**config.mk**
```make
export PLATFORM = sky130hd
export DESIGN_NAME = ddpuf_spi_regs
export DESIGN_NICKNAME = d
export VERILOG_FILES = /design/src/rtl/ddpuf_pkg.sv /design/src/rtl/spi_sync_edge.sv /design/src/rtl/ddpuf_spi_regs.sv
export SDC_FILE = /design/constraint.sdc
export NUM_CORES = 1
export LEC_CHECK = 0
export CAP_MARGIN = 10
export CORE_MARGIN = 2
export CORE_UTILIZATION = 47
export CTS_CLUSTER_DIAMETER = 120
export DETAILED_ROUTE_END_ITERATION = 7
export PLACE_DENSITY = 0.72
export SYNTH_ARGS = -nofsm -noshare
export SYNTH_HDL_FRONTEND = slang
export SYNTH_HIERARCHICAL = 1
export SYNTH_SLANG_ARGS = --single-unit
export TNS_END_PERCENT = 5
```
**constraint.sdc**
```tcl
create_clock -name CLK -period 5.9 [get_ports CLK]
set_input_delay 0.59 -clock CLK [delete_from_list [all_inputs] [get_ports CLK]]
set_output_delay 0.59 -clock CLK [all_outputs]
set_load 0.05 [all_outputs]
```
**src/rtl/ddpuf_pkg.sv**
```systemverilog
// ddpuf_pkg: shared constants and types for the DD-PUF SPI register block.
//   - Register addresses (CTRL, STATUS, DUR_BASE) and a helper that derives PUF_BASE.
//   - Bit positions inside CTRL and STATUS.
//   - SPI front-end state encoding.
package ddpuf_pkg;

    localparam int unsigned ADDR_W      = 7;

    localparam int unsigned CTRL_ADDR   = 0;
    localparam int unsigned STATUS_ADDR = 1;
    localparam int unsigned DUR_BASE    = 2;

    localparam int unsigned CTRL_START_BIT    = 0;
    localparam int unsigned CTRL_CLR_DONE_BIT = 1;
    localparam int unsigned STAT_BUSY_BIT     = 0;
    localparam int unsigned STAT_DONE_BIT     = 1;

    typedef enum logic [1:0] {
        StIdle,
        StCmd,
        StWr,
        StRd
    } spi_state_e;

    // PUF bytes follow directly after the duration bytes.
    function automatic int unsigned puf_base(input int unsigned ndb);
        return DUR_BASE + ndb;
    endfunction

endpackage

```
**src/rtl/spi_sync_edge.sv**
```systemverilog
// spi_sync_edge: multi-flop synchroniser with rising/falling edge detect.
//   clk, rst_n : system clock, asynchronous active-low reset
//   din        : asynchronous input
//   dout       : synchronised level (last synchroniser stage)
//   rise, fall : one-cycle pulses when dout changes 0->1 / 1->0
module spi_sync_edge #(
    parameter int unsigned STAGES    = 2,
    parameter logic        RESET_VAL = 1'b0
) (
    input  logic clk,
    input  logic rst_n,
    input  logic din,
    output logic dout,
    output logic rise,
    output logic fall
);

    // Bit STAGES is a history copy of dout, so edges never look at a metastable stage.
    logic [STAGES:0] chain_q;

    always_ff @(posedge clk or negedge rst_n) begin
        if (!rst_n) begin
            chain_q <= {(STAGES + 1){RESET_VAL}};
        end else begin
            chain_q <= {chain_q[STAGES-1:0], din};
        end
    end

    assign dout = chain_q[STAGES-1];
    assign rise = chain_q[STAGES-1] & ~chain_q[STAGES];
    assign fall = ~chain_q[STAGES-1] & chain_q[STAGES];

endmodule

```
**src/rtl/ddpuf_spi_regs.sv**
```systemverilog
// ddpuf_spi_regs: oversampled SPI (mode 0) slave with a byte-addressed register file
// for the DD-PUF controller.
//   CLK, RST_N          : system clock, asynchronous active-low reset
//   SCLK, SS_N, MOSI    : SPI inputs, asynchronous to CLK
//   MISO, MISO_OE       : SPI data out and pad output enable
//   FSM_Start, Duration : start pulse and frozen duration to the measurement FSM
//   FSM_Complete, PUF_Val : completion pulse and PUF response from the measurement FSM
module ddpuf_spi_regs
    import ddpuf_pkg::*;
#(
    parameter int unsigned DUR_W       = 16,
    parameter int unsigned PUF_W       = 128,
    parameter int unsigned SYNC_STAGES = 2
) (
    input  logic             CLK,
    input  logic             RST_N,
    input  logic             SCLK,
    input  logic             SS_N,
    input  logic             MOSI,
    output logic             MISO,
    output logic             MISO_OE,
    output logic             FSM_Start,
    output logic [DUR_W-1:0] Duration,
    input  logic             FSM_Complete,
    input  logic [PUF_W-1:0] PUF_Val
);

    localparam int unsigned NDB      = DUR_W / 8;
    localparam int unsigned NPB      = PUF_W / 8;
    localparam int unsigned PUF_BASE = puf_base(NDB);
    localparam int unsigned NREG     = PUF_BASE + NPB;

    // ---------------- input synchronisation ----------------
    logic sclk_rise, sclk_fall, sclk_level_unused;
    logic ss_n_s, ss_fall, ss_rise_unused;
    logic [SYNC_STAGES-1:0] mosi_sync_q;
    logic mosi_s;

    spi_sync_edge #(.STAGES(SYNC_STAGES), .RESET_VAL(1'b0)) u_sclk_sync (
        .clk  (CLK),
        .rst_n(RST_N),
        .din  (SCLK),
        .dout (sclk_level_unused),
        .rise (sclk_rise),
        .fall (sclk_fall)
    );

    // Reset value 0 means a select already low at reset release produces no falling
    // edge, so the block waits for SS_N to go high before accepting a frame.
    spi_sync_edge #(.STAGES(SYNC_STAGES), .RESET_VAL(1'b0)) u_ss_sync (
        .clk  (CLK),
        .rst_n(RST_N),
        .din  (SS_N),
        .dout (ss_n_s),
        .rise (ss_rise_unused),
        .fall (ss_fall)
    );

    always_ff @(posedge CLK or negedge RST_N) begin
        if (!RST_N) mosi_sync_q <= '0;
        else        mosi_sync_q <= {mosi_sync_q[SYNC_STAGES-2:0], MOSI};
    end
    assign mosi_s = mosi_sync_q[SYNC_STAGES-1];

    // ---------------- frame FSM ----------------
    spi_state_e state_q, state_d;
    logic [2:0] bit_cnt_q;
    logic [6:0] shift_q;
    logic [7:0] rx_byte;
    logic [ADDR_W-1:0] addr_q, rd_addr;
    logic active, bit_rise, byte_done, wr_en, rd_load, tx_shift;

    assign rx_byte = {shift_q, mosi_s};

    always_ff @(posedge CLK or negedge RST_N) begin
        if (!RST_N) state_q <= StIdle;
        else        state_q <= state_d;
    end

    always_comb begin
        state_d = state_q;
        if (ss_n_s) begin
            state_d = StIdle;
        end else begin
            case (state_q)
                StIdle:  if (ss_fall) state_d = StCmd;
                StCmd:   if (byte_done) state_d = rx_byte[7] ? StRd : StWr;
                default: state_d = state_q;
            endcase
        end
    end

    always_comb begin
        active    = (state_q != StIdle) && !ss_n_s;
        bit_rise  = active && sclk_rise;
        byte_done = bit_rise && (bit_cnt_q == 3'd7);
        wr_en     = byte_done && (state_q == StWr);
        rd_load   = byte_done && ((state_q == StCmd && rx_byte[7]) || state_q == StRd);
        tx_shift  = active && sclk_fall && (state_q == StRd);
        // The command byte supplies the first read address directly.
        rd_addr   = (state_q == StCmd) ? rx_byte[6:0] : addr_q;
    end

    function automatic logic [ADDR_W-1:0] addr_inc(input logic [ADDR_W-1:0] a);
        if (32'(a) == NREG - 1) return '0;
        return a + 7'd1;
    endfunction

    always_ff @(posedge CLK or negedge RST_N) begin
        if (!RST_N) begin
            bit_cnt_q <= '0;
            shift_q   <= '0;
            addr_q    <= '0;
        end else begin
            if (!active) begin
                bit_cnt_q <= '0;
                shift_q   <= '0;
            end else if (bit_rise) begin
                bit_cnt_q <= bit_cnt_q + 3'd1;
                shift_q   <= rx_byte[6:0];
            end
            // Write frames hold the current target; read frames hold the next byte to load.
            if (byte_done) begin
                if (state_q == StCmd) addr_q <= rx_byte[7] ? addr_inc(rx_byte[6:0]) : rx_byte[6:0];
                else                  addr_q <= addr_inc(addr_q);
            end
        end
    end

    // ---------------- register file ----------------
    logic [DUR_W-1:0] dur_q;
    logic [PUF_W-1:0] puf_q;
    logic busy_q, done_q;
    logic ctrl_wr, start_ok, complete, clr_done;
    logic [7:0] rd_data;
    int unsigned wr_idx, rd_idx;

    always_comb begin
        wr_idx   = 32'(addr_q);
        ctrl_wr  = wr_en && (wr_idx == CTRL_ADDR);
        // START is judged against pre-cycle BUSY, so a same-cycle completion cannot
        // let it through.
        start_ok = ctrl_wr && rx_byte[CTRL_START_BIT] && !busy_q;
        clr_done = ctrl_wr && rx_byte[CTRL_CLR_DONE_BIT];
        complete = FSM_Complete && busy_q;
    end

    always_ff @(posedge CLK or negedge RST_N) begin
        if (!RST_N) begin
            dur_q     <= '0;
            puf_q     <= '0;
            busy_q    <= 1'b0;
            done_q    <= 1'b0;
            FSM_Start <= 1'b0;
            Duration  <= '0;
        end else begin
            if (wr_en) begin
                for (int unsigned i = 0; i < NDB; i++) begin
                    if (wr_idx == DUR_BASE + i) dur_q[DUR_W-1-8*i -: 8] <= rx_byte;
                end
            end
            if (complete) puf_q <= PUF_Val;

            FSM_Start <= start_ok;
            if (start_ok) Duration <= dur_q;

            if (start_ok)      busy_q <= 1'b1;
            else if (complete) busy_q <= 1'b0;

            if (complete)                  done_q <= 1'b1;
            else if (start_ok || clr_done) done_q <= 1'b0;
        end
    end

    always_comb begin
        rd_idx  = 32'(rd_addr);
        rd_data = 8'h00;
        if (rd_idx == STATUS_ADDR) begin
            rd_data[STAT_BUSY_BIT] = busy_q;
            rd_data[STAT_DONE_BIT] = done_q;
        end
        for (int unsigned i = 0; i < NDB; i++) begin
            if (rd_idx == DUR_BASE + i) rd_data = dur_q[DUR_W-1-8*i -: 8];
        end
        for (int unsigned i = 0; i < NPB; i++) begin
            if (rd_idx == PUF_BASE + i) rd_data = puf_q[PUF_W-1-8*i -: 8];
        end
    end

    // ---------------- read shifter ----------------
    logic [7:0] tx_q;
    logic miso_q, oe_q;

    always_ff @(posedge CLK or negedge RST_N) begin
        if (!RST_N) begin
            tx_q   <= '0;
            miso_q <= 1'b0;
            oe_q   <= 1'b0;
        end else if (ss_n_s) begin
            tx_q   <= '0;
            miso_q <= 1'b0;
            oe_q   <= 1'b0;
        end else begin
            if (rd_load)       tx_q <= rd_data;
            else if (tx_shift) tx_q <= {tx_q[6:0], 1'b0};
            if (tx_shift) begin
                miso_q <= tx_q[7];
                oe_q   <= 1'b1;
            end
        end
    end

    assign MISO    = miso_q;
    assign MISO_OE = oe_q;

endmodule
```
* Word level (Yosys, flattened, before mapping)
Cells that the tools add are included.
** Cells by class
- Reductions and logical operators :: 28
- Muxes and demuxes :: 52
- Add/subtract/negate cells :: 3
- Equality and inequality tests :: 30
- Bitwise gates (word level) :: 6
** Operator list (count)
- $mux 8 :: 21
- $mux 7 :: 9
- $eq 7x4->1 const B :: 8
- $eq 7x5->1 const B :: 6
- $eq 7x2->1 const B :: 4
- $eq 7x3->1 const B :: 4
- $mux 1 :: 15
- $add 7x1->7 const B :: 2
- $logic_and 1x1->1 :: 13
- $mux 2 :: 4
- $reduce_bool 2->1 :: 4
- $eq 7x1->1 const B :: 1
- $logic_not 7->1 :: 1
- $mux 3 :: 2
- $ne 3x2->1 const B :: 2
- $reduce_bool 3->1 :: 2
- $eq 2x2->1 const B :: 2
- $pmux 2 s2 :: 1
- $reduce_and 2->1 :: 2
- $add 3x1->3 const B :: 1
- $and 1x1->1 :: 3
- $eq 3x3->1 const B :: 1
- $not 1->1 :: 3
- $reduce_and 3->1 :: 1
- other kinds (5) :: 7
** Word-level totals
- Flip-flop bits (word level) :: 200
- Output and inout port bits :: 19
- Input bits :: 134

* Longest topological paths before layout
Gate-level depths: netlist of the first run.
- Word-level depth :: 24
- Gate-level depth with buffers :: 11

* By module
Netlist of the first run, hierarchy kept.
** By module, submodules not included
- ddpuf_spi_regs :: sequential area each 4854.7 µm², cells an instance 758, area an instance 9110.0 µm², instances 1
- spi_sync_edge :: sequential area each 75.1 µm², cells an instance 5, area an instance 90.1 µm², instances 2

* Least setup slack after synthesis of the first run
Ideal clock, no wire load.
- Path type :: register to register
- Start :: register state_q[1]
- End :: register tx_q[6]
- Stages on the path, launching flop included :: 11
- Arrival :: 2296 ps
- Period minus slack after synthesis :: 2383 ps
- Path buffers :: 2
- Slack :: 3517 ps
- Library setup time :: 87 ps
- Cell sequence :: dfrtp_1 > nand2b_1 > buf_6 > mux2_4 > or3_1 > buf_2 > nor4_1 > a2111oi_0 > o31ai_1 > o221ai_1 > o211ai_1
** On the way
- Cells in the longest elaborated chain, start to end :: 23
- Elaborated cells on any way between the ends :: 51
** Ends and longest elaborated chain
- from (decl) :: RTL line ddpuf_spi_regs.sv:66 : spi_state_e state_q, state_d;
- from (signal assigned) :: RTL line ddpuf_spi_regs.sv:76 : if (!RST_N) state_q <= StIdle;
- from (signal assigned) :: RTL line ddpuf_spi_regs.sv:77 : else state_q <= state_d;
- $eq 2x1->1 :: RTL line ddpuf_spi_regs.sv:98, ddpuf_spi_regs.sv:101
- $mux 7 :: RTL line ddpuf_spi_regs.sv:101 : rd_addr = (state_q == StCmd) ? rx_byte[6:0] : addr_q;
- $eq 7x2->1 :: RTL line ddpuf_spi_regs.sv:183 : if (rd_idx == DUR_BASE + i) rd_data = dur_q[DUR_W-1-8*i -: 8];
- $mux 8 (2 in a row) :: RTL line ddpuf_spi_regs.sv:183
- $mux 8 (16 in a row) :: RTL line ddpuf_spi_regs.sv:186 : if (rd_idx == PUF_BASE + i) rd_data = puf_q[PUF_W-1-8*i -: 8];
- $mux 8 :: RTL line ddpuf_spi_regs.sv:204 : if (rd_load) tx_q <= rd_data;
- $mux 8 :: RTL line ddpuf_spi_regs.sv:199 : end else if (ss_n_s) begin
- to (signal assigned) :: RTL line ddpuf_spi_regs.sv:204
- to (signal assigned) :: RTL line ddpuf_spi_regs.sv:205 : else if (tx_shift) tx_q <= {tx_q[6:0], 1'b0};
- to (decl) :: RTL line ddpuf_spi_regs.sv:191 : logic [7:0] tx_q;
Parallel ways exist; a longest one is shown, timed or not.
A chain may end at the register's enable or synchronous reset.

* Worst setup path after layout of the first run
- Start :: register state_q[1]
- End :: register tx_q[5]
Same word-level chain as after synthesis.

==> results.md, run 1 <==
Place:
- The count of input and output buffers is 152.
- The setup slack after placement is 2.13 ns.
- The congestion estimate from routability-driven global placement came to 0.953.
- Detailed placement ended at an HPWL of 17600 microns.
- Summing all placed instances gives a cell area of 0.0110 sq mm.
- In this run, placement finished with an instance count of 1148.

Routing:
- The routed via count divided by cell count is 5.82.
- After detailed routing, the number of remaining DRC violations is 0.
- The total number of vias is 6868.
- The number of violations reported at the end of detailed-routing iteration 0 is 602.
- The per-cell routed wire length is 20.6 microns.
- The overall routed net length is 24300 microns.
- Once detail routing completed, the nets flagged for antenna violations numbered 0.
- The first detailed-routing pass ran for 6 iterations.

Logic synthesis:
- The post-synthesis instance total is 767.
- The average size of a mapped cell is 12.1 sq um.
- For this run, the number of Yosys warnings is 6.
- The cell area that synthesis handed to floorplanning was 0.00928 sq mm.
- The number of nets handed over by synthesis was 907.

Clock tree:
- The CTS root buffer is sky130_fd_sc_hd__clkbuf_16.
- The number of hold buffers added after cts is 0.
- The total clock buffers created by CTS is 17.
- CTS built an H-tree with a depth of 4.
- The clock network latency to the later pin of the worst-skew pair is 0.44 ns.
- TritonCTS built the clock tree.
- No sink is reached through more buffers than the 2 on the longest clock path.
- The clock-pin slew of the registers on the worst-case setup and hold paths is 0.07 ns.
- Buffers added to address setup during post-CTS repair amount to 0.
- For this design, the sink count on the clock tree is 200.
- The count of instances resized after the clock tree is built is 0.

Run status:
- The flow ran to the end, and the final reports show no timing, DRC or antenna violations.

Setup path:
- For this run, the slowest stage of the critical path takes 0.97 ns.
- STA classifies the critical path endpoint as a register.
- The largest fanout on the critical path is 19.
- The worst setup path is of the reg2reg kind.
- The critical-path cell with the highest stage delay is sky130_fd_sc_hd__mux2i_1.
- The signal on the critical path passes through nand2b_1 -> mux2i_1 -> nor4b_2 -> inv_1 -> o221ai_1 -> o2111ai_1 -> a22o_1.
- The data required time at the worst endpoint is 6.23 ns.
- Data on the critical path arrives at its endpoint at 4.12 ns.
- The startpoint type of the worst setup path is a register.

STA:
- The total count of hold-check failures in the final report was 0.
- In the finished design, the share of the clock period the worst path needs comes to 64.3%.
- The max-slew violation count is 0.
- The final critical-path setup slack is 2.11 ns.
- The final count of negative-setup-slack endpoints is 0.
- The hold slack is 0.177 ns.
- Setup repair after global routing left no endpoint under its margin.
- At the pin with the least slew margin, the transition time is 1.17 ns.
- The routed design could run at a clock period as short as 3.79 ns.
- The max-slew headroom at the worst pin is 22.1%.
- The sum of negative setup slack is 0 ns.
- The worst setup skew after layout is 0.0112 ns.
- Static timing analysis puts the maximum clock frequency at 264 MHz.

Power and ir drop:
- Internal power comes to 2.26 mW.
- The worst-case IR drop observed on VDD is 0.167 mV.
- Summed over all nets, the switching power comes to 0.715 mW.
- The sequential power share is 52.2%.
- Summing internal, switching and leakage power gives 2.97 mW.
- The clock network accounts for 39.1% of the total power.
- The power density over cell area is 256 mW/mm^2.
- Of the total power, the share spent switching nets is 24.1%.
- The total leakage power is 4.99 nW.
- Of the total power, combinational logic draws 8.7%.

Global route:
- The number of antenna violations at the first check in global routing is 0.
- The leftover overflow at the end of global routing is 0.
- The first global-routing pass estimated 38200 microns of wire.
- The via count of the first global-routing pass is 6901.
- The pin count of the biggest net entering global routing is 83.
- Global routing used 24.3% of the available tracks.

Floorplan:
- The vertical die dimension is 145 microns.
- The total area inside the core boundary comes to 0.0194 sq mm.
- The initial utilization of the core area, before any placement, comes to 47.9%.
- The floorplan step defined a die boundary enclosing 0.0209 sq mm.
- The number of rows in the core area is 51.
- The floorplan step set the die width to 145 microns.
- The number of placed I/O pins is 153.

Finish:
- The share of post-route cells with drive strength above 1 is 24.2%.
- The utilization of the core after routing is 59.9%.
- The antenna diode count is 0.
- After routing the design area is 0.0116 sq mm.
- The count of placed standard cells in the final layout, fillers left out is 1180.
- In the final design database the tool counted 1042 nets.
- The layout overhead on the synthesized area is 25.1%.

Worst hold path:
- The type of the worst min-delay path is in2async.

Job:
- Across the run, the number of max-cap violations was 0.
cell usage in the layout, fill, tap and decap left out, drive strengths merged, types with 5 or more instances in the layout:
cell	instances
xor2	5
a21oi	17
nand3	19
and3	6
o22ai	13
nand4	6
nor2	56
clkbuf	23
a31oi	12
a222oi	6
clkdlybuf4s50	151
nor4	11
a22oi	18
nor3	8
a22o	5
dfrtp	200
buf	8
nand2	42
mux2	159
o21ai	36
mux2i	20
ha	6
inv	18
a221oi	14
o221ai	5
registers in the layout, summed over array words and instances, names as in the netlist:
name	flops
MISO	1
puf_q	128
MISO_OE	1
shift_q	7
u_ss_sync/chain_q	3
addr_q	7
FSM_Start	1
mosi_sync_q	2
tx_q	8
busy_q	1
Duration	16
u_sclk_sync/chain_q	3
dur_q	16
bit_cnt_q	3
state_q	2
done_q	1
layer usage:
metal | global-route usage, % | wire length [microns]
met1 | 34.2 | 11100
met2 | 39.5 | 11800
met3 | 4.14 | 1100
met4 | 6.08 | 371
met5 | 0 | 0
cell type report:
class                   instances  area [sq um]
fillers                      1657          7780
multi-input cells             511          4050
well taps                     265           332
clock buffers                  22           494
repair buffers                160          1590
flip-flops and latches        200          5000
inverters                      12          45.0
clock inverters                10          98.8
worst max-delay path, delay by kind of cell, from the launching register on:
kind	cells	cell delay, ns
AO/OA/AOI/OAI	3	0.59
buffers and inverters	1	0.10
flip-flops	1	0.56
multiplexers	1	0.97
AND/OR/NAND/NOR	2	1.45
path summary, 6_finish.rpt:
kind                                 startpoint              endpoint  slack [ns]  cells past startpoint
max                                  state_q[1]               tx_q[5]        2.11                      7
min                                       RST_N          Duration[15]        0.18                      1
max reg2reg                          state_q[1]               tx_q[5]        2.11                      7
min reg2reg                u_ss_sync/chain_q[0]  u_ss_sync/chain_q[1]        0.35                      0
max in group asynchronous                 RST_N             puf_q[83]        4.31                      2
min in group CLK           u_ss_sync/chain_q[0]  u_ss_sync/chain_q[1]        0.35                      0
power by group through the flow:
| stage | clock, mW | sequential [mW] | combinational (mW) |
|---|---|---|---|
| after detailed placement | 0 | 1.57 | 0.261 |
| after floorplan | 0 | 1.54 | 0.123 |
| after CTS | 1.18 | 1.55 | 0.263 |
| final | 1.16 | 1.55 | 0.258 |
| after global placement | 0 | 1.57 | 0.256 |
| after global routing | 1.23 | 1.56 | 0.283 |
(Power assumes the default switching activity.)
==> inputs of run 2 (changes only) <==
==> constraint.sdc (replaced) <==
create_clock -name CLK -period 3.75 [get_ports CLK]
set_input_delay 0.375 -clock CLK [delete_from_list [all_inputs] [get_ports CLK]]
set_output_delay 0.375 -clock CLK [all_outputs]
set_load 0.05 [all_outputs]
==> run 2 against run 1 <==
First-iteration DRC count fell by 4.3%. Sequential share of layout area is 0.28 points lower. Final area rose by 0.65%. Power is 57% higher. Via count is 1.0% higher. Setup slack worse by 1.7 ns. Critical endpoint is now tx_q[1].
==> results.md, run 2 (synthesized netlist as in run 1, its figures left out) <==
STA:
- The worst setup skew after layout came to 0.0109 ns (-0.000284 ns).
- The time the final worst path needs with I/O delays and setup is 3.31 ns (-0.489 ns).
- Setup repair after global routing left no endpoint under its margin.
- The sum of negative setup slack was 0 ns (unchanged).
- The total count of hold-check failures in the final report is 0 (unchanged).
- The slew at the pin closest to its max-slew limit came to 1.07 ns (-0.0972 ns).
- The max-slew violation count is 0 (unchanged).
- The final count of negative-setup-slack endpoints is 0 (unchanged).
- The final worst-path cycle share is 88.1% (+24 points).
- The highest attainable clock frequency was 303 MHz (+15%).
- The max-slew headroom at the worst pin is 28.4% (+6.3 points).

Finish:
- The flip-flop count of the largest register after layout is 128 (unchanged).
- The antenna diode count is 0 (unchanged).
- The most frequent standard cell in the layout excluding fill and tap cells is sky130_fd_sc_hd__dfrtp_1.
- The area taken by multi-input logic gates is 0.00405 sq mm (unchanged).
- The share of post-route cells with drive strength above 1 was 24.6% (+0.47 points).
- The register area is 0.00500 sq mm (unchanged).
- The final-stage net count is 1049 (+0.67%).
- In the layout the commonest cells are sky130_fd_sc_hd__dfrtp_1 (200), sky130_fd_sc_hd__mux2_2 (158), sky130_fd_sc_hd__clkdlybuf4s50_1 (151).
- The number of filler cells placed in the layout is 1617 (-2.4%).
- Compared with the post-synthesis result, the final layout area differs by 25.9%.
- The utilization of the core after routing is 60.3% (+0.39 points).
- The register bank with the most flops is puf_q.
- The largest registers in the layout are puf_q (128), Duration (16), dur_q (16).

Clock tree:
- The count of H-tree levels built during CTS is 4 (unchanged).
- The count of instances resized after the clock tree is built was 0 (unchanged).
- The clock-pin slew of the registers on the worst-case setup and hold paths is 0.07 ns (about the same).
- The CTS root buffer is sky130_fd_sc_hd__clkbuf_16.
- The sink count of the clock tree is 200 (unchanged).
- TritonCTS built the clock tree.
- The buffer levels on the longest clock path is 2 (unchanged).
- The clock network latency to the later pin of the worst-skew pair is 0.44 ns (about the same).
- The total clock buffers created by CTS was 17 (unchanged).

Power and ir drop:
- The power density over cell area came to 399 mW/mm^2 (+56%).
- The highest ir drop seen on vdd is 0.274 mV (+64%).
- The total leakage power is 5.02 nW (+0.66%).
- The power after layout is 4.66 mW (+57%).

Place:
- The count of input and output buffers was 152 (unchanged).
- The final weighted congestion of routability-driven global placement is 0.890 (-6.7%).
- The HPWL reported at the end of detailed placement is 17900 microns (+1.8%).

Worst hold path:
- The type of the worst min-delay path is reg2reg.

Setup path:
- The sum of buffers and inverters on the critical path was 1 (unchanged).
- Traced cell by cell, the critical path runs through nand2b_1 -> buf_4 -> a31oi_1 -> nor4_2 -> a222oi_1 -> a31oi_1 -> a2111oi_0 -> o21ai_1.
- The startpoint type of the worst setup path is a register.
- Broken down by cell family, the worst path's largest delay share belongs to compound AO/OA/AOI/OAI gates.
- The worst setup path is of the reg2reg kind.
- The arrival time of the worst setup path is 3.62 ns (-0.50 ns).
- The peak per-stage delay on the critical path is 0.56 ns (-0.41 ns).
- The data required time at the worst endpoint is 4.06 ns (-2.17 ns).
- The most used cell along the critical path is sky130_fd_sc_hd__a31oi_1.
- The worst setup path is captured at a register.
- The slowest stage of the critical path belongs to the cell sky130_fd_sc_hd__dfrtp_1.
- The largest fanout on the critical path is 14 (-5).

Floorplan:
- The initial standard-cell utilization of the core is 47.9% (unchanged).
- The die outline area is 0.0209 sq mm (unchanged).
- The number of rows in the core area came to 51 (unchanged).
- The number of placed I/O pins is 153 (unchanged).
- The vertical die dimension came to 145 microns (unchanged).
- The die outline width is 145 microns (unchanged).
- The area of the core is 0.0194 sq mm (unchanged).

Routing:
- The first-pass detailed-route iteration total is 7 (+1).
- The number of violations reported at the end of detailed-routing iteration 0 is 576 (-4.3%).
- The per-cell routed wire length is 20.5 microns (-0.55%).
- The total number of vias is 6939 (+1.0%).
- The overall routed net length is 24300 microns (about the same).
- The post-route antenna net violation count was 0 (unchanged).
- The routed via count divided by cell count was 5.85 (+0.44%).
- The detailed-route DRC error count is 0 (unchanged).

Global route:
- The number of antenna violations at the first check in global routing is 0 (unchanged).
- The total track usage is 24.4% (+0.037 points).
- The pin count of the biggest net entering global routing is 107 (+29%).
- The global-route wire length before repair came to 38400 microns (+0.45%).
- The via count of the first global-routing pass is 6959 (+0.84%).
- The leftover overflow at the end of global routing is 0 (unchanged).

Run status:
- The flow ran to the end, and the final reports show no timing, DRC or antenna violations.

Job:
- The reported max-cap violation count was 0 (unchanged).
## run 2: final timing paths
check / start / slack (ns) / end / depth (start not counted)
worst max-delay path: state_q[0] / 0.44 / tx_q[1] / 8
worst min-delay path: u_sclk_sync/chain_q[0] / 0.36 / u_sclk_sync/chain_q[1] / 0
worst max register to register: state_q[0] / 0.44 / tx_q[1] / 8
worst min register to register: u_sclk_sync/chain_q[0] / 0.36 / u_sclk_sync/chain_q[1] / 0
max in group asynchronous: RST_N / 2.34 / Duration[14] / 3
min in group asynchronous: RST_N / 0.44 / done_q / 2
## run 2: power by group
group / switching [mW] / internal [mW] / total (mW)
registers: 0.116 / 2.32 / 2.44
logic: 0.148 / 0.265 / 0.413
clock network: 0.919 / 0.892 / 1.81
total: 1.18 / 3.48 / 4.66
## run 2: worst reg2reg max path, cell delays in order, from the launching register on
cell	delay, ns
sky130_fd_sc_hd__dfrtp_1	0.56
sky130_fd_sc_hd__nand2b_1	0.37
sky130_fd_sc_hd__buf_4	0.30
sky130_fd_sc_hd__a31oi_1	0.49
sky130_fd_sc_hd__nor4_2	0.20
sky130_fd_sc_hd__a222oi_1	0.50
sky130_fd_sc_hd__a31oi_1	0.18
sky130_fd_sc_hd__a2111oi_0	0.48
sky130_fd_sc_hd__o21ai_1	0.10
## run 2: layout make-up
type                            instances  area share [%]
Clock buffer                           17            3.64
Timing Repair Buffer                  167            14.2
Clock inverter                         15            1.39
Multi-Input combinational cell        511            34.7
Sequential cell                       200            42.8
Inverter                               12           0.385
Tap cell                              265            2.84
## run 2: per-stage QoR
stage	instances	hold slack, ns	setup WS, ns	cell area (sq um)
floorplan	767	0.0794	1.37	9280
global placement	1154	0.335	0.581	11100
detailed placement	1154	0.339	0.506	11100
CTS	1187	0.362	0.475	11700
global route	1187	0.368	0.131	11700
finish	1187	0.359	0.444	11700
## run 2: per-layer routing
layer	vias up	global-route usage, %	wire length [microns]
li1	3140	-	-
met1	3559	34.2	10900
met2	227	39.5	12000
met3	13	5.00	1290
met4	0	5.06	180
met5	-	0	0
## run 2: what timing repair did
| item | in CTS | in global routing |
|---|---|---|
| setup buffers | 0 | 0 |
| hold buffers | 1 | 0 |
| endpoints found under the hold margin | 49 | 0 |
